## src/rtl/sequential_shifter_16_bit.sv

```systemverilog
// rtl/sequential_shifter_16_bit.sv - multi-cycle shifter/rotator, one bit position per enabled clock
module sequential_shifter_16_bit #(
    parameter int DATA_WIDTH   = 16,
    parameter int LENGTH_WIDTH = 4
) (
    input  logic                    Clock_In,
    input  logic                    Reset_n_In,
    input  logic                    Enable_In,
    input  logic                    Start_In,
    input  logic [2:0]              Shifter_Mode_In,
    input  logic [LENGTH_WIDTH-1:0] Shift_Bits_Length_In,
    input  logic                    Carry_In,
    input  logic [DATA_WIDTH-1:0]   Data_In,
    output logic [DATA_WIDTH-1:0]   Shifted_Data_Out,
    output logic                    Carry_Out,
    output logic                    Busy_Out,
    output logic                    Done_Out
);

    typedef enum logic [1:0] {ST_IDLE, ST_SHIFT, ST_DONE} state_t;

    localparam logic [2:0] M_LSL = 3'd0, M_LSR = 3'd1, M_ASL = 3'd2, M_ASR = 3'd3;
    localparam logic [2:0] M_ROL = 3'd4, M_ROR = 3'd5, M_RCL = 3'd6, M_RCR = 3'd7;

    state_t                  state_q, state_d;
    logic [DATA_WIDTH-1:0]   work_q, work_d;
    logic                    carry_q, carry_d;
    logic [LENGTH_WIDTH-1:0] count_q, count_d;
    logic [2:0]              mode_q, mode_d;
    logic [DATA_WIDTH-1:0]   data_out_q, data_out_d;
    logic                    carry_out_q, carry_out_d;
    logic                    done_q, done_d;

    logic [DATA_WIDTH-1:0]   step_work;
    logic                    step_carry;

    // One-bit step of the latched mode applied to the work register and carry.
    always_comb begin
        step_work  = work_q;
        step_carry = carry_q;
        case (mode_q)
            M_LSL, M_ASL: begin
                step_carry = work_q[DATA_WIDTH-1];
                step_work  = {work_q[DATA_WIDTH-2:0], 1'b0};
            end
            M_LSR: begin
                step_carry = work_q[0];
                step_work  = {1'b0, work_q[DATA_WIDTH-1:1]};
            end
            M_ASR: begin
                step_carry = work_q[0];
                step_work  = {work_q[DATA_WIDTH-1], work_q[DATA_WIDTH-1:1]};
            end
            M_ROL: begin
                step_carry = work_q[DATA_WIDTH-1];
                step_work  = {work_q[DATA_WIDTH-2:0], work_q[DATA_WIDTH-1]};
            end
            M_ROR: begin
                step_carry = work_q[0];
                step_work  = {work_q[0], work_q[DATA_WIDTH-1:1]};
            end
            M_RCL: begin
                step_carry = work_q[DATA_WIDTH-1];
                step_work  = {work_q[DATA_WIDTH-2:0], carry_q};
            end
            M_RCR: begin
                step_carry = work_q[0];
                step_work  = {carry_q, work_q[DATA_WIDTH-1:1]};
            end
            default: begin
                step_work  = work_q;
                step_carry = carry_q;
            end
        endcase
    end

    always_comb begin
        state_d     = state_q;
        work_d      = work_q;
        carry_d     = carry_q;
        count_d     = count_q;
        mode_d      = mode_q;
        data_out_d  = data_out_q;
        carry_out_d = carry_out_q;
        done_d      = done_q;
        if (Enable_In) begin
            case (state_q)
                ST_IDLE: begin
                    done_d = 1'b0;
                    if (Start_In) begin
                        work_d  = Data_In;
                        carry_d = Carry_In;
                        count_d = Shift_Bits_Length_In;
                        mode_d  = Shifter_Mode_In;
                        state_d = ST_SHIFT;
                    end
                end
                ST_SHIFT: begin
                    if (count_q != '0) begin
                        work_d  = step_work;
                        carry_d = step_carry;
                        count_d = count_q - LENGTH_WIDTH'(1);
                    end else begin
                        data_out_d  = work_q;
                        carry_out_d = carry_q;
                        done_d      = 1'b1;
                        state_d     = ST_DONE;
                    end
                end
                ST_DONE: begin
                    done_d  = 1'b0;
                    state_d = ST_IDLE;
                end
                default: begin
                    done_d  = 1'b0;
                    state_d = ST_IDLE;
                end
            endcase
        end
    end

    always_ff @(posedge Clock_In or negedge Reset_n_In) begin
        if (!Reset_n_In) begin
            state_q     <= ST_IDLE;
            work_q      <= '0;
            carry_q     <= 1'b0;
            count_q     <= '0;
            mode_q      <= '0;
            data_out_q  <= '0;
            carry_out_q <= 1'b0;
            done_q      <= 1'b0;
        end else begin
            state_q     <= state_d;
            work_q      <= work_d;
            carry_q     <= carry_d;
            count_q     <= count_d;
            mode_q      <= mode_d;
            data_out_q  <= data_out_d;
            carry_out_q <= carry_out_d;
            done_q      <= done_d;
        end
    end

    assign Shifted_Data_Out = data_out_q;
    assign Carry_Out        = carry_out_q;
    assign Done_Out         = done_q;
    assign Busy_Out         = (state_q != ST_IDLE);

endmodule

```

## config.mk

```make
export PLATFORM = sky130hd
export DESIGN_NAME = sequential_shifter_16_bit
export DESIGN_NICKNAME = d
export VERILOG_FILES = /design/src/rtl/sequential_shifter_16_bit.sv
export SDC_FILE = /design/constraint.sdc
export NUM_CORES = 1
export LEC_CHECK = 0
export ABC_AREA = 0
export CELL_PAD_IN_SITES_DETAIL_PLACEMENT = 2
export CELL_PAD_IN_SITES_GLOBAL_PLACEMENT = 2
export CORE_MARGIN = 4
export CORE_UTILIZATION = 33
export CTS_BUF_LIST = sky130_fd_sc_hd__clkbuf_8
export CTS_CLUSTER_SIZE = 12
export DETAILED_ROUTE_END_ITERATION = 16
export PLACE_DENSITY_LB_ADDON = 0.1
export SLEW_MARGIN = 20
export SYNTH_ARGS = -nofsm -noshare
export SYNTH_HDL_FRONTEND = slang
export SYNTH_SLANG_ARGS = --single-unit
```

## constraint.sdc

```tcl
create_clock -name Clock_In -period 2.25 [get_ports Clock_In]
set_input_delay 0.5625 -clock Clock_In [delete_from_list [all_inputs] [get_ports Clock_In]]
set_output_delay 0.5625 -clock Clock_In [all_outputs]
set_load 0.005 [all_outputs]
```

### Yosys cells after proc, flatten, opt, wreduce, memory -nomap -nowiden

Index checks and enable logic that the tools add are counted.

| word-level totals | value |
|---|---|
| flip-flop bits (word level) | 44 |
| input port bits | 28 |
| output and inout port bits | 19 |

| operators by class | value |
|---|---|
| add/sub/neg operators | 1 |
| eq/ne operators | 12 |
| mux-type cells | 16 |
| bitwise operators | 1 |
| reduce and logical (&&, ||, !) cells | 14 |

Operators by type and width:

| kind | number |
|---|---|
| $pmux 16 s7 | 1 |
| $mux 16 | 2 |
| $pmux 16 s2 | 1 |
| $eq 3x3->1 const B | 4 |
| $reduce_and 3->1 | 3 |
| $mux 4 | 2 |
| $ne 2x2->1 const B | 4 |
| $pmux 4 s2 | 1 |
| $reduce_or 4->1 | 2 |
| $eq 3x2->1 const B | 2 |
| $reduce_and 5->1 | 1 |
| $mux 1 | 4 |
| $mux 2 | 2 |
| $pmux 1 s2 | 2 |
| $pmux 2 s2 | 1 |
| $reduce_and 4->1 | 1 |
| $reduce_bool 2->1 | 2 |
| $reduce_bool 4->1 | 1 |
| $sub 4x1->4 const B | 1 |
| $eq 3x1->1 const B | 1 |
| $logic_not 3->1 | 1 |
| $eq 2x1->1 const B | 1 |
| $logic_not 2->1 | 1 |
| $reduce_and 2->1 | 1 |
| 2 further kinds | 2 |

### Depth between registers and ports, before layout

Gate-level depths: netlist (run 1).

| depth | value |
|---|---|
| word-level depth | 5 |
| mapped depth | 8 |
| mapped depth without buffers | 6 |

### Worst setup path before layout (run 1)

Ideal clock, no wire load.

| path | value |
|---|---|
| kind | input -> register |
| start point | input Enable_In |
| end point | register work_q[15] |
| library setup time | 0.128 ns |
| arrival | 1.668 ns |
| required time | 2.122 ns |
| path slack | 0.455 ns |
| cell stages on the path | 6 |
| buffers on the path | 2 |
| path through | buf_2 nand2b_1 a211o_1 buf_6 a41oi_2 mux2_1 |

| on the way | value |
|---|---|
| longest elaborated chain between the ends | 1 |

Ends and longest elaborated chain:

| element | line | text |
|---|---|---|
| start: declaration | 8 | `input logic Enable_In,` |
| $reduce_and 5->1 (no source line) | n/a |  |
| end signal: assignment | 134 | `work_q <= work_d;` |
| end: declaration | 26 | `logic [DATA_WIDTH-1:0] work_q, work_d;` |

Every way passes these cells.
A chain may end at the register's enable or synchronous reset.

### Final worst setup path (run 1)

| path | value |
|---|---|
| start point | register state_q[0] |
| end point | output Busy_Out |

| on the way | value |
|---|---|
| longest elaborated chain between the ends | 1 |

Ends and longest elaborated chain:

| element | line | text |
|---|---|---|
| start: declaration | 25 | `state_t state_q, state_d;` |
| start signal: assignment | 133 | `state_q <= state_d;` |
| $reduce_bool 2->1 | 147 | `assign Busy_Out = (state_q != ST_IDLE);` |
| end: declaration | 16 | `output logic Busy_Out,` |

Every way passes these cells.

==> out/summary.txt, run 1 <==
Outcome - finished clean
Clock Tree Root - clkbuf_8
Remaining DRCs - 0
Share of the synthesized area in the top cell type - 50.8%
Port-buffer cells - 46
R2R depth - 6
Syn nets - 237
Sink Count - 44
Cell area after synthesis - 2170 um2
Wire per inst - 16.9 um
Hold/Removal Path Class - input port to async pin
Die width - 89.0 um
Initial antenna violation count - 0
Final Cycle Share - 94.0%
Core area - 6350 um2
CP startpoint kind - flop
Relative slew margins - 67.7%
Max-slew violation count - 0
Fin area - 2790 um2
Pwr dens - 1330 nW/um2
Final ANT Viol Nets - 0
Top Metal Used - met4
Initial Util - 34.1%
FFs w/ async S/R, synth - 100%
CTS buffer count - 5
HPWL after DPL - 4.01 mm
WP depth - 2
LEAKAGE - 1.24 nW
PostCTS Resize Cnt - 0
Final Skew - 0.00970 ns
Area grow syn2layout - 29.0%
Crit-path cells - or2_2, clkdlybuf4s50_1
Synthesized flop and latch total - 44
DRT iter0 DRCs - 28
CP top delay family - flip-flops
Global-route wire length before repair - 9.39 mm
Top_reg_cell synth - dfrtp_1
Final Power - 0.00372 W
Clk Latency, worst-skew pair - 0.30 ns
RSZ-0062 raised after global routing - false
Non-Filler Instances - 332
Routed wire length - 5.60 mm
Max cap viols - 0
Top cells by area in the synthesized netlist - dfrtp_1 (51%), mux2_2 (9.9%), mux2i_1 (7.4%)
FMAX - 473 MHz
Yosys warnings - 0
Nets - 285
Full die area - 7920 um2
GPL Wtd Cong - 0.739
Post-Place Cells - 325
Cell variety after synth - 32
Hold Vio Cnt, Final - 0
DR vias - 1706
Global Route Usage Sum - 15.4%
Largest net degree at the start of global routing - 33
RR Endpoint - work_q[15]$_DFFE_PN0P_
Setup Fix Bufs, Post-CTS - 0
I/O pin count - 47
CTS tree - done
Pre-Repair DR Iteration Count - 4
Worst EP arrival - 1.55 ns
Area leader, netlist - dfrtp_1
Hold_buf cts - 0
WS Path Type - flop to primary output
Largest stage delay on the critical path - 0.48 ns
Fill count - 682
Placement row count - 29
Slew of the pin with the lowest slew margin - 0.485 ns
CP Capture Point - Busy_Out
Grt ovf - 0
H-tree depth - 2
Die height - 89.0 um
Share of layout cells above drive strength 1 - 14.9%
Area post-placement - 2720 um2
Clk slew on worst S/H paths - 0.09 ns
Setup_tns - 0 ns
N_diodes - 0
CP max FO - 9
Fin crit period - 2.11 ns
Met2 Wirelength - 2.69 mm
Metal3 WL - 269 um
Number of flops mapped to enable cells by yosys - 0
Reg-to-reg slack, setup - 0.43 ns
Final setup violation count - 0
Metal-1 WL - 2.57 mm
Longest Clk Path Bufs - 2
Critical Path End Type - primary output
Maximum VDD drop - 0.557 mV
DP Worst Slack - 0.151 ns
DR vias/cell - 5.14
Sequential share of the synthesized area - 50.8%
Avg Inst Size Synth - 10.5 um2
Final WS setup - 0.136 ns
FF-to-FF Start - count_q[0]$_DFFE_PN0P_
Crit. Startpoint - state_q[0]$_DFFE_PN0P_
Critical Path RT - 1.69 ns
Worst Path Buf+Inv - 1
Slowest cell on crit path - dfrtp_1
Vias in the first global route - 1867
Synth Instances - 207
area by class of cell:
cell class                      count  area [um2]  area share [%]
Sequential cell                    44        1100            39.4
Multi-Input combinational cell    144         968            34.7
Timing Repair Buffer               54         528            18.9
Tap cell                           77        96.3            3.45
Clock buffer                        5        68.8            2.46
Inverter                            6        22.5           0.806
Clock inverter                      2        8.76           0.313
cells by family after synthesis:
family / count (synthesis) / share of synthesized area [%]
compound gates: 52 / 13.9
fa+ha+maj: 2 / 1.16
buf+inv: 19 / 4.45
simple gates: 54 / 11.8
mux: 36 / 17.8
flops: 44 / 50.8
worst register-to-register path, delay by kind of cell (launching register included):
family / cells / cell delay [ns]
AO/OA/AOI/OAI: 2 / 0.55
flip-flops: 1 / 0.36
multiplexers: 1 / 0.33
adder cells (fa/ha/maj): 1 / 0.21
AND/OR/NAND/NOR: 1 / 0.17
buffers and inverters: 1 / 0.09
placed cells by master (no fill, tap or decap), types with 2 or more instances in the layout:
cell	synthesis	final
nand2_1	18	18
a21oi_1	21	21
inv_1	6	7
buf_4	0	7
nand3_1	4	4
nand2b_1	3	3
clkdlybuf4s50_1	0	45
o21ai_0	18	18
a31oi_1	2	2
mux2_2	19	19
a211oi_1	3	3
mux2i_1	16	16
clkbuf_8	0	5
dfrtp_1	44	44
nor3_1	3	3
nor2_1	21	21
ha_1	2	2
per-layer routing:
layer / vias up / GRT usage, %
met5: - / 0
met4: 0 / 4.87
met3: 8 / 3.59
met2: 35 / 24.9
met1: 849 / 20.7
li1: 814 / -
report_power, final:
part | switching (W) | total (W) | internal (W)
Clock | 0.000266 | 0.000474 | 0.000207
Sequential | 0.000336 | 0.00148 | 0.00114
Combinational | 0.000841 | 0.00177 | 0.000932
per-stage QoR:
step / util [%] / hold slack (ns)
after floorplan: - / 0.267
after global placement: 42.8 / 0.478
after detailed placement: 42.8 / 0.495
after CTS: 44.0 / 0.255
after global routing: 44.0 / 0.264
final: 44.0 / 0.252
worst min path at each step:
stage,depth (start not counted),endpoint
finish,2,count_q[0]$_DFFE_PN0P_
global route,2,count_q[0]$_DFFE_PN0P_
global placement,2,Shifted_Data_Out[0]$_DFFE_PN0P_
CTS,2,count_q[2]$_DFFE_PN0P_
detailed placement,1,Shifted_Data_Out[9]$_DFFE_PN0P_
floorplan,0,Carry_Out$_DFFE_PN0P_
cells in the mapped netlist (3+ instances only):
| cell type | count |
|---|---|
| dfrtp_1 | 44 |
| a21oi_1 | 21 |
| nor2_1 | 21 |
| mux2_2 | 19 |
| nand2_1 | 18 |
| o21ai_0 | 18 |
| mux2i_1 | 16 |
| buf_2 | 6 |
| inv_1 | 6 |
| nand3_1 | 4 |
| a211oi_1 | 3 |
| clkbuf_1 | 3 |
| nand2b_1 | 3 |
| nor3_1 | 3 |
state kept, by name, indices dropped and copies added (netlist names):
name / flops
count_q: 4
carry_q: 1
mode_q: 3
state_q: 2
work_q: 16
Carry_Out: 1
Done_Out: 1
Shifted_Data_Out: 16
Note: power is estimated with default switching activity, not from simulation.
==> run 2: changes to the inputs <==
==> constraint.sdc (replaced) <==
create_clock -name Clock_In -period 2.25 [get_ports Clock_In]
set_input_delay 0.45 -clock Clock_In [delete_from_list [all_inputs] [get_ports Clock_In]]
set_output_delay 0.45 -clock Clock_In [all_outputs]
set_load 0.005 [all_outputs]
==> out/summary.txt, run 2 (same netlist as run 1, synthesis figures left out) <==
HPWL after DPL - 4.09 mm (was 4.01 mm)
Share of layout cells above drive strength 1 - 15.0% (was 14.9%)
Setup_tns - 0 ns (unchanged)
Full die area - 7920 um2 (unchanged)
Final setup violation count - 0 (unchanged)
Slowest cell on crit path - dfrtp_1 (unchanged)
CTS tree - done (unchanged)
Slew of the pin with the lowest slew margin - 0.551 ns (was 0.485 ns)
RSZ-0062 raised after global routing - false (unchanged)
Clk Latency, worst-skew pair - 0.30 ns (about the same)
Global-route wire length before repair - 9.76 mm (was 9.39 mm)
Placement row count - 29 (unchanged)
R2R depth - 7 (was 6)
DR vias/cell - 5.12 (was 5.14)
Area grow syn2layout - 29.5% (was 29.0%)
Relative slew margins - 63.3% (was 67.7%)
Port-buffer cells - 46 (unchanged)
Maximum VDD drop - 0.537 mV (was 0.557 mV)
Core area - 6350 um2 (unchanged)
Final Skew - 0.00271 ns (was 0.00970 ns)
Outcome - finished clean (unchanged)
CP startpoint kind - flop (unchanged)
Initial antenna violation count - 0 (unchanged)
Die height - 89.0 um (unchanged)
Commonest non-fill, non-tap cells in the layout - clkdlybuf4s50_1 (45), dfrtp_1 (44), nor2_1 (21), a21oi_1 (21), mux2_2 (19) (unchanged)
Die width - 89.0 um (unchanged)
Vias in the first global route - 1888 (was 1867)
Pwr dens - 1350 nW/um2 (was 1330 nW/um2)
H-tree depth - 2 (unchanged)
FF-to-FF Start - count_q[0]$_DFFE_PN0P_ (unchanged)
Largest net degree at the start of global routing - 33 (unchanged)
Crit-path cells - or2_2, clkdlybuf4s50_1 (unchanged)
Hold_buf cts - 0 (unchanged)
N_diodes - 0 (unchanged)
Max cap viols - 0 (unchanged)
Routed wire length - 5.70 mm (was 5.60 mm)
CTS buffer count - 5 (unchanged)
Commonest non-fill, non-tap cell in the layout - clkdlybuf4s50_1 (unchanged)
Critical Path End Type - primary output (unchanged)
Pre-Repair DR Iteration Count - 4 (unchanged)
Fin crit period - 2.01 ns (was 2.11 ns)
Final ANT Viol Nets - 0 (unchanged)
Hold Vio Cnt, Final - 0 (unchanged)
DRT iter0 DRCs - 39 (was 28)
Area post-placement - 2710 um2 (was 2720 um2)
FMAX - 498 MHz (was 473 MHz)
Setup Fix Bufs, Post-CTS - 0 (unchanged)
Global Route Usage Sum - 16.0% (was 15.4%)
Initial Util - 34.1% (unchanged)
Longest Clk Path Bufs - 2 (unchanged)
LEAKAGE - 1.24 nW (about the same)
PostCTS Resize Cnt - 0 (unchanged)
DR vias - 1695 (was 1706)
Clk slew on worst S/H paths - 0.08 ns (was 0.09 ns)
Critical Path RT - 1.80 ns (was 1.69 ns)
I/O pin count - 47 (unchanged)
Nets - 284 (was 285)
RR Endpoint - carry_q$_DFFE_PN0P_ (was work_q[15]$_DFFE_PN0P_)
GPL Wtd Cong - 0.761 (was 0.739)
Wire per inst - 17.2 um (was 16.9 um)
CP max FO - 9 (unchanged)
Worst EP arrival - 1.56 ns (was 1.55 ns)
Grt ovf - 0 (unchanged)
Final Cycle Share - 89.3% (was 94.0%)
Reg-to-reg slack, setup - 0.29 ns (was 0.43 ns)
Sink Count - 44 (unchanged)
Clock Tree Root - clkbuf_8 (unchanged)
WS Path Type - flop to primary output (unchanged)
Fin area - 2810 um2 (was 2790 um2)
Largest stage delay on the critical path - 0.49 ns (was 0.48 ns)
Max-slew violation count - 0 (unchanged)
Remaining DRCs - 0 (unchanged)
Fill count - 671 (was 682)
Hold/Removal Path Class - input port to async pin (unchanged)
==> run 2: cell types whose count changed in the layout (fill, tap and decap cells not counted), sizes merged <==
cell | before | now
clkinv | 1 | 0
clkbuf | 5 | 7
buf | 9 | 8
inv | 7 | 6
==> run 2: layout make-up <==
class / instances / area (um2) / share of cell area [%]
repair buffers: 53 / 520 / 18.6
inverters: 6 / 22.5 / 0.803
clock buffers: 7 / 96.3 / 3.43
flip-flops and latches: 44 / 1100 / 39.3
multi-input cells: 144 / 968 / 34.5
well taps: 77 / 96.3 / 3.43
==> run 2: critical path: cells and delay by family, from the launching register on <==
family,cells,cell delay (ns)
DFF,1,0.49
buffers and inverters,1,0.45
and+or+nand+nor,1,0.32
==> run 2: worst max path at each step <==
stage,from,cells after the start,endpoint,slack [ns]
floorplan,count_q[0]$_DFFE_PN0P_,7,work_q[15]$_DFFE_PN0P_,0.49
global placement,Enable_In,6,work_q[0]$_DFFE_PN0P_,0.27
detailed placement,Enable_In,6,work_q[0]$_DFFE_PN0P_,0.22
CTS,state_q[0]$_DFFE_PN0P_,2,Busy_Out,0.22
global route,count_q[0]$_DFFE_PN0P_,7,carry_q$_DFFE_PN0P_,0.1
finish,state_q[0]$_DFFE_PN0P_,2,Busy_Out,0.24
==> run 2: metrics by stage <==
stage                     hold WS [ns]  instances  util [%]  total power (W)  setup WS, ns
after floorplan                  0.154        207         -          0.00255         0.489
after global placement           0.466        324      42.7          0.00320         0.269
after detailed placement         0.464        324      42.7          0.00330         0.222
after CTS                        0.127        331      44.2          0.00386         0.218
after global routing             0.146        331      44.2          0.00417        0.0981
final                            0.118        331      44.2          0.00379         0.241
==> run 2: per-layer routing <==
metal | wire (um) | global-route usage [%] | part of all wire [%]
met1 | 2680 | 22.1 | 47
met2 | 2690 | 25.2 | 47
met3 | 237 | 3.13 | 4.2
met4 | 84 | 5.28 | 1.5
met5 | 0 | 0 | 0
==> run 2: where the power goes <==
part	total (W)	switching (W)	internal [W]
Clock	0.000552	0.000278	0.000274
Sequential	0.00148	0.000343	0.00114
Combinational	0.00176	0.000839	0.000918
Total	0.00379	0.00146	0.00233
==> run 3: changes to the inputs <==
==> constraint.sdc (replaced) <==
create_clock -name Clock_In -period 2.25 [get_ports Clock_In]
set_input_delay 0.3375 -clock Clock_In [delete_from_list [all_inputs] [get_ports Clock_In]]
set_output_delay 0.3375 -clock Clock_In [all_outputs]
set_load 0.005 [all_outputs]
==> out/summary.txt, run 3 (same netlist as run 1, synthesis figures left out) <==
Outcome - complete, but fails checks (was finished clean)
Failing checks - negative hold slack
Fin crit period - 1.92 ns (was 2.01 ns)
RR Endpoint - carry_q$_DFFE_PN0P_ (unchanged)
DR vias - 1712 (was 1695)
FMAX - 521 MHz (was 498 MHz)
R2R depth - 7 (unchanged)
DRT iter0 DRCs - 34 (was 39)
Routed wire length - 5.89 mm (was 5.70 mm)
Clk Latency, worst-skew pair - 0.30 ns (about the same)
Post-Place Cells - 324 (unchanged)
Nets - 284 (unchanged)
RSZ-0062 raised after global routing - false (unchanged)
CTS tree - done (unchanged)
Die height - 89.0 um (unchanged)
CP Capture Point - Busy_Out (unchanged)
Slew of the pin with the lowest slew margin - 0.492 ns (was 0.551 ns)
Relative slew margins - 67.2% (was 63.3%)
LEAKAGE - 1.26 nW (was 1.24 nW)
Wire per inst - 17.7 um (was 17.2 um)
Largest net degree at the start of global routing - 45 (was 33)
Worst hold slack - -0.00486 ns (was 0.118 ns)
Grt ovf - 0 (unchanged)
Final setup violation count - 0 (unchanged)
Initial Util - 34.1% (unchanged)
HPWL after DPL - 4.05 mm (was 4.09 mm)
N_diodes - 0 (unchanged)
Clock Tree Root - clkbuf_8 (unchanged)
Hold_buf cts - 0 (unchanged)
Global Route Usage Sum - 16.4% (was 16.0%)
Commonest non-fill, non-tap cells in the layout - clkdlybuf4s50_1 (45), dfrtp_1 (44), nor2_1 (21), a21oi_1 (21), mux2_2 (19) (unchanged)
Commonest non-fill, non-tap cell in the layout - clkdlybuf4s50_1 (unchanged)
Critical Path RT - 1.91 ns (was 1.80 ns)
Critical Path End Type - primary output (unchanged)
Full die area - 7920 um2 (unchanged)
CTS buffer count - 5 (unchanged)
CP max FO - 8 (was 9)
Crit. Startpoint - state_q[0]$_DFFE_PN0P_ (unchanged)
Hold/Removal Path Class - input port to async pin (unchanged)
Final Skew - 0.00393 ns (was 0.00271 ns)
Share of layout cells above drive strength 1 - 15.3% (was 15.0%)
Hold Vio Cnt, Final - 2 (was 0)
Final Cycle Share - 85.3% (was 89.3%)
Non-Filler Instances - 332 (was 331)
Setup_tns - 0 ns (unchanged)
Max-slew violation count - 0 (unchanged)
Pwr dens - 1390 nW/um2 (was 1350 nW/um2)
FF-to-FF Start - count_q[0]$_DFFE_PN0P_ (unchanged)
Final ANT Viol Nets - 0 (unchanged)
Longest Clk Path Bufs - 2 (unchanged)
PostCTS Resize Cnt - 0 (unchanged)
DR vias/cell - 5.16 (was 5.12)
WS Path Type - flop to primary output (unchanged)
Max cap viols - 0 (unchanged)
Vias in the first global route - 1977 (was 1888)
Area grow syn2layout - 31.5% (was 29.5%)
Remaining DRCs - 0 (unchanged)
Initial antenna violation count - 0 (unchanged)
Pre-Repair DR Iteration Count - 3 (was 4)
I/O pin count - 47 (unchanged)
Placement row count - 29 (unchanged)
Worst EP arrival - 1.58 ns (was 1.56 ns)
Setup Fix Bufs, Post-CTS - 0 (unchanged)
Clk slew on worst S/H paths - 0.08 ns (about the same)
GPL Wtd Cong - 0.759 (was 0.761)
Core area - 6350 um2 (unchanged)
Reg-to-reg slack, setup - 0.37 ns (was 0.29 ns)
CP startpoint kind - flop (unchanged)
Port-buffer cells - 46 (unchanged)
Maximum VDD drop - 0.522 mV (was 0.537 mV)
H-tree depth - 2 (unchanged)
Sink Count - 44 (unchanged)
Global-route wire length before repair - 9.85 mm (was 9.76 mm)
Die width - 89.0 um (unchanged)
Fill count - 672 (was 671)
-- run 3: changes by cell type in the layout (fill, tap and decap cells not counted), sizes merged --
cell,change
bufinv,+1
-- run 3: critical path, stage by stage (launching register included) --
cell	delay, ns
dfrtp_1	0.39
buf_4	0.17
or2_2	0.28
clkdlybuf4s50_1	0.45
-- run 3: cell type report --
class                           count  area [um2]  share of cell area, %
Multi-Input combinational cell    144         968                   34.0
Clock inverter                      1        30.0                   1.05
Timing Repair Buffer               53         533                   18.7
Tap cell                           77        96.3                   3.38
Sequential cell                    44        1100                   38.7
Clock buffer                        7        96.3                   3.38
Inverter                            6        22.5                  0.791
-- run 3: power breakdown --
group / leakage, nW / switching, W / internal, W / total (W)
registers: 0.560 / 0.000329 / 0.00114 / 0.00147
logic: 0.637 / 0.000871 / 0.000938 / 0.00181
clock network: 0.0645 / 0.000276 / 0.000392 / 0.000667
-- run 3: worst min-delay path by stage --
stage	slack [ns]	cells past startpoint	start	to
finish	-0.005	2	Reset_n_In	state_q[0]$_DFFE_PN0P_
floorplan	0.04	0	Reset_n_In	Carry_Out$_DFFE_PN0P_
detailed placement	0.34	2	Reset_n_In	state_q[0]$_DFFE_PN0P_
CTS	0.006	2	Reset_n_In	state_q[0]$_DFFE_PN0P_
global route	0.02	2	Reset_n_In	state_q[0]$_DFFE_PN0P_
global placement	0.34	2	Reset_n_In	state_q[0]$_DFFE_PN0P_
-- run 3: routing by layer --
layer / vias to the layer above / global-route usage (%) / share of wire, %
li1: 816 / - / -
met1: 859 / 20.2 / 44
met2: 30 / 28.5 / 51
met3: 7 / 3.32 / 3.9
met4: 0 / 5.82 / 1.4
met5: - / 0 / 0
-- run 3: through the flow --
| stage | utilization, % | total power, W | hold WS (ns) | setup slack (ns) | instance area [um2] |
|---|---|---|---|---|---|
| final | 44.8 | 0.00395 | -0.00486 | 0.330 | 2850 |
| after global routing | 44.8 | 0.00431 | 0.0230 | 0.221 | 2850 |
| after CTS | 44.8 | 0.00403 | 0.00584 | 0.302 | 2850 |
| after detailed placement | 42.9 | 0.00331 | 0.343 | 0.297 | 2720 |
| after global placement | 42.9 | 0.00324 | 0.341 | 0.320 | 2720 |
| after floorplan | - | 0.00255 | 0.0419 | 0.489 | 2170 |
==> edit 1, RTL diff (settings of run 1) <==
Change the parameter `LENGTH_WIDTH` from 4 to 2.
--- a/src/rtl/sequential_shifter_16_bit.sv
+++ b/src/rtl/sequential_shifter_16_bit.sv
@@ -1,7 +1,7 @@
 // rtl/sequential_shifter_16_bit.sv - multi-cycle shifter/rotator, one bit position per enabled clock
 module sequential_shifter_16_bit #(
     parameter int DATA_WIDTH   = 16,
-    parameter int LENGTH_WIDTH = 4
+    parameter int LENGTH_WIDTH = 2
 ) (
     input  logic                    Clock_In,
     input  logic                    Reset_n_In,
Ports: changed (resized Shift_Bits_Length_In); port bits go from 47 to 45. No check against the original RTL was run, so the function may have changed too.
==> edit 1 against run 1 <==
Cell count fell by 14%. Wire length shrank 2.3%. Final area grew 3.1%. Combinational power up 18%. Sequential power increased by 4%. Critical path type unchanged. Total power rose by 11%. Clock skew fell by 4.1 ps. Sequential cell count is 2 lower. Worst setup slack got worse by 5.4 ps. Largest power group unchanged. Synthesized area rose by 4.5%. Clock power grew 5.1%.
==> edit 1: results (changes against run 1) <==
status=finished clean (unchanged); Net Count, Synth=183 (was 237); initial DRC count=30 (was 28); share of cells above drive strength 1=0.344 (was 0.149); DR WL/cell=19.1 um (was 16.9 um); hpwl dp=3.96 mm (was 4.01 mm); vias in the first global route=1,789 (was 1,867); CTS buffer count=5 (unchanged); Int Pwr=2.75 mW (was 2.28 mW); via count=1,437 (was 1,706); synth top area cells=dfrtp_1, mux2_4, mux2_2 (was dfrtp_1, mux2_2, mux2i_1); largest net degree at the start of global routing=34 (was 33); placed inst area=2790 um^2 (was 2720 um^2); Syn Inst Count=156 (was 207); post-CTS setup buffers=0 (unchanged); clk_skew=5.60 ps (was 9.70 ps); fin cells=286 (was 332); setup ws final=130 ps (was 136 ps); worst reg2reg path endpoint=work_q[2] (was work_q[15]); post-place setup slack=73.7 ps (was 151 ps); top post-synthesis cells by count=dfrtp_1, mux2_2, mux2_4 (was dfrtp_1, a21oi_1, nor2_1); FF-to-FF setup slack=320 ps (was 430 ps); Worst Reg-to-Reg Cells=3 (was 6); fillcell total=637 (was 682); global-route wire length before repair=9.52 mm (was 9.39 mm); Max VDD drop=555 uV (was 557 uV); Worst-Margin Slew=817 ps (was 485 ps); sequential area share after synthesis=0.464 (was 0.508); RePlAce Congestion=0.782 (was 0.739); worst-path fanout max=13 (was 9); total track usage=0.144 (was 0.154); leakage power=1.28 nW (was 1.24 nW); R2R Path Start=mode_q[0] (was count_q[0]); port bufs=44 (was 46)
==> edit 1: layout make-up <==
cell class	instances	area [um^2]	area share
repair buffers	54	510	0.177
well taps	77	96.3	0.0334
flip-flops and latches	42	1050	0.365
multi-input cells	99	1110	0.385
inverters	6	22.5	0.00782
clock buffers	6	82.6	0.0287
clock inverters	2	8.76	0.00304
==> edit 1: power groups by stage <==
stage / combinational (mW) / sequential (mW) / clock (mW)
CTS: 2.13 / 1.56 / 0.525
floorplan: 1.53 / 1.37 / 0
detailed placement: 2.10 / 1.58 / 0
global route: 2.26 / 1.63 / 0.563
global placement: 2.01 / 1.54 / 0
finish: 2.08 / 1.54 / 0.498
==> edit 1: kinds of logic after synthesis <==
kind of cell,count (synthesis),share of synthesized area
simple gates,16,0.0603
mux,70,0.386
flops,42,0.464
buf+inv,15,0.0459
fa+ha+maj,1,0.00553
compound gates,12,0.0376
==> edit 1: worst min-delay path by stage <==
stage	start	end	slack [ps]	cells after the start
after floorplan	Reset_n_In	Carry_Out	270	0
after global placement	Shifted_Data_Out[8]	Shifted_Data_Out[8]	480	1
after detailed placement	Shifted_Data_Out[5]	Shifted_Data_Out[5]	490	1
after CTS	Reset_n_In	Shifted_Data_Out[15]	380	1
after global routing	Reset_n_In	Shifted_Data_Out[11]	410	1
final	Reset_n_In	Shifted_Data_Out[14]	340	1
==> edit 1: critical path, stage by stage, from the launching register on <==
cell,delay [ps]
dfrtp_1,520
or2_1,310
clkdlybuf4s50_1,450
==> edit 1: per-layer routing <==
layer	vias up	share of wire	GRT usage
li1	674	-	-
met1	729	0.44	0.174
met2	29	0.52	0.264
met3	5	0.033	0.0292
met4	0	0.0082	0.0302
met5	-	0	0
==> edit 2, RTL diff (config.mk and constraints of run 1) <==
Without the edit above. Register the output `Shifted_Data_Out` once more; this adds one clock of latency there. The other outputs are not delayed to match.
--- a/src/rtl/sequential_shifter_16_bit.sv
+++ b/src/rtl/sequential_shifter_16_bit.sv
@@ -141,7 +141,9 @@
         end
     end
 
-    assign Shifted_Data_Out = data_out_q;
+    always_ff @(posedge Clock_In) begin
+        Shifted_Data_Out <= data_out_q;
+    end
     assign Carry_Out        = carry_out_q;
     assign Done_Out         = done_q;
     assign Busy_Out         = (state_q != ST_IDLE);
Function: changed (Yosys sat finds a counterexample within 4 cycles, from zero or initial values and one cycle with Reset_n_In low).
==> edit 2 against run 1 <==
Via count up 7.2%. Combinational power is 3% higher. Total power rose by 22%. Count of clock-buffer cells in the layout increased by 5. Sequential cell count is 16 higher. Final area is 16% higher. Clock skew grew 3.0 ps. Wire length grew 12%. Die area is 14% higher. Worst setup slack improved by 12 ps. Global-route usage about the same. Critical path depth is 1 higher. Synthesized area is 15% higher. Critical endpoint unchanged. Highest routed layer unchanged.
==> edit 2: results (changes against run 1) <==
initial DRC count=48 (was 28); status=finished clean (unchanged); Max VDD drop=478 uV (was 557 uV); slowest stage delay, CP=500 ps (was 480 ps); post-place setup slack=111 ps (was 151 ps); CTS root buffer=clkbuf_8 (unchanged); worst reg2reg path endpoint=count_q[2] (was work_q[15]); mux cell area share after synthesis=0.160 (was 0.178); Syn. warnings=0 (unchanged); xor/xnor cell area share of the yosys netlist=0 (unchanged); Worst Reg-to-Reg Cells=7 (was 6); hpwl dp=4.37 mm (was 4.01 mm); slew margin rel.=0.680 (was 0.677); vias in the first global route=2,040 (was 1,867); clk_lat worst skew=340 ps (was 300 ps); Int Pwr=2.90 mW (was 2.28 mW); sequential area share after synthesis=0.568 (was 0.508); Yosys cell types=36 (was 32); slowest CP cell=clkdlybuf4s50_1 (was dfrtp_1); CTS buffer count=9 (was 5); synth top area cells=dfrtp_1, dfxtp_1, mux2_2 (was dfrtp_1, mux2_2, mux2i_1); CP delay by family, top=buffers and inverters (was flip-flops); worst-path fanout max=10 (was 9); H-tree levels=3 (was 2); leakage power=1.44 nW (was 1.24 nW); Clock Pin Slew Worst Setup and Hold Paths=70 ps (was 90 ps); NumNets Final=305 (was 285); antenna cells=0 (unchanged); largest net degree at the start of global routing=33 (unchanged); drt pass-1 iters=3 (was 4); top post-synthesis cells by count=dfrtp_1, nor2_1, a21oi_1, mux2_2, nand2_1 (was dfrtp_1, a21oi_1, nor2_1); via count=1,828 (was 1,706); complex-gate fraction of the synthesized area=0.120 (was 0.139); min Tclk post-route=2100 ps (was 2110 ps); Worst Path Arrival=~1500 ps; CTS tree=built (unchanged); total track usage=0.154 (about the same); RePlAce Congestion=0.722 (was 0.739); clk_skew=12.7 ps (was 9.70 ps); Post-synth ARST share=0.733 (was 1.00); FF-to-FF setup slack=380 ps (was 430 ps); Net Count, Synth=251 (was 237); placed inst area=3090 um^2 (was 2720 um^2); area share of fa/ha/maj cells after synthesis=0.0100 (was 0.0116); largest registers=Shifted_Data_Out (16), data_out_q (16), work_q (16); global-route wire length before repair=10.5 mm (was 9.39 mm); total wire length=6.28 mm (was 5.60 mm); share of cells above drive strength 1=0.182 (was 0.149)
edit 2: stage by stage:
step	std cells	util
2_1_floorplan	221	-
3_3_place_gp	363	0.424
3_5_place_dp	363	0.424
4_1_cts	379	0.446
5_1_grt	379	0.446
6_report	379	0.446
edit 2: final cells by class:
class / instances / area [um^2]
fillers: 791 / 4040
well taps: 99 / 124
inverters: 5 / 18.8
clock inverters: 6 / 26.3
repair buffers: 56 / 543
multi-input cells: 143 / 982
clock buffers: 10 / 138
flip-flops and latches: 60 / 1420
edit 2: cell families after synthesis:
kind of cell    count (synthesis)
mux                            37
fa+ha+maj                       2
flops                          60
buf+inv                        18
simple gates                   53
compound gates                 51
edit 2: routing by layer:
layer,wire (um),global-route usage
met5,0,0
met4,40,0.0397
met3,261,0.0489
met2,3010,0.251
met1,2960,0.198
edit 2: worst min-delay path by stage:
stage	from	end	slack, ps	cells past startpoint
2_1_floorplan	Reset_n_In	Carry_Out	270	0
3_3_place_gp	data_out_q[3]	Shifted_Data_Out[3]	350	0
3_5_place_dp	data_out_q[3]	Shifted_Data_Out[3]	350	0
4_1_cts	Reset_n_In	work_q[6]	130	1
5_1_grt	Reset_n_In	work_q[6]	130	1
6_report	Reset_n_In	work_q[6]	130	1
edit 2: timing repair:
action	in CTS	in global routing
setup endpoints to repair	1	0
hold buffers	0	0
endpoints found under the hold margin	0	0
resized for setup	1	0
edit 2: power by group through the flow:
| stage | logic [mW] | registers, mW | clock network [mW] |
|---|---|---|---|
| 6_report | 1.83 | 1.88 | 0.830 |
| 5_1_grt | 2.08 | 1.96 | 0.923 |
| 4_1_cts | 1.88 | 1.89 | 0.868 |
| 3_5_place_dp | 1.86 | 1.91 | 0 |
| 3_3_place_gp | 1.77 | 1.89 | 0 |
| 2_1_floorplan | 1.20 | 1.79 | 0 |
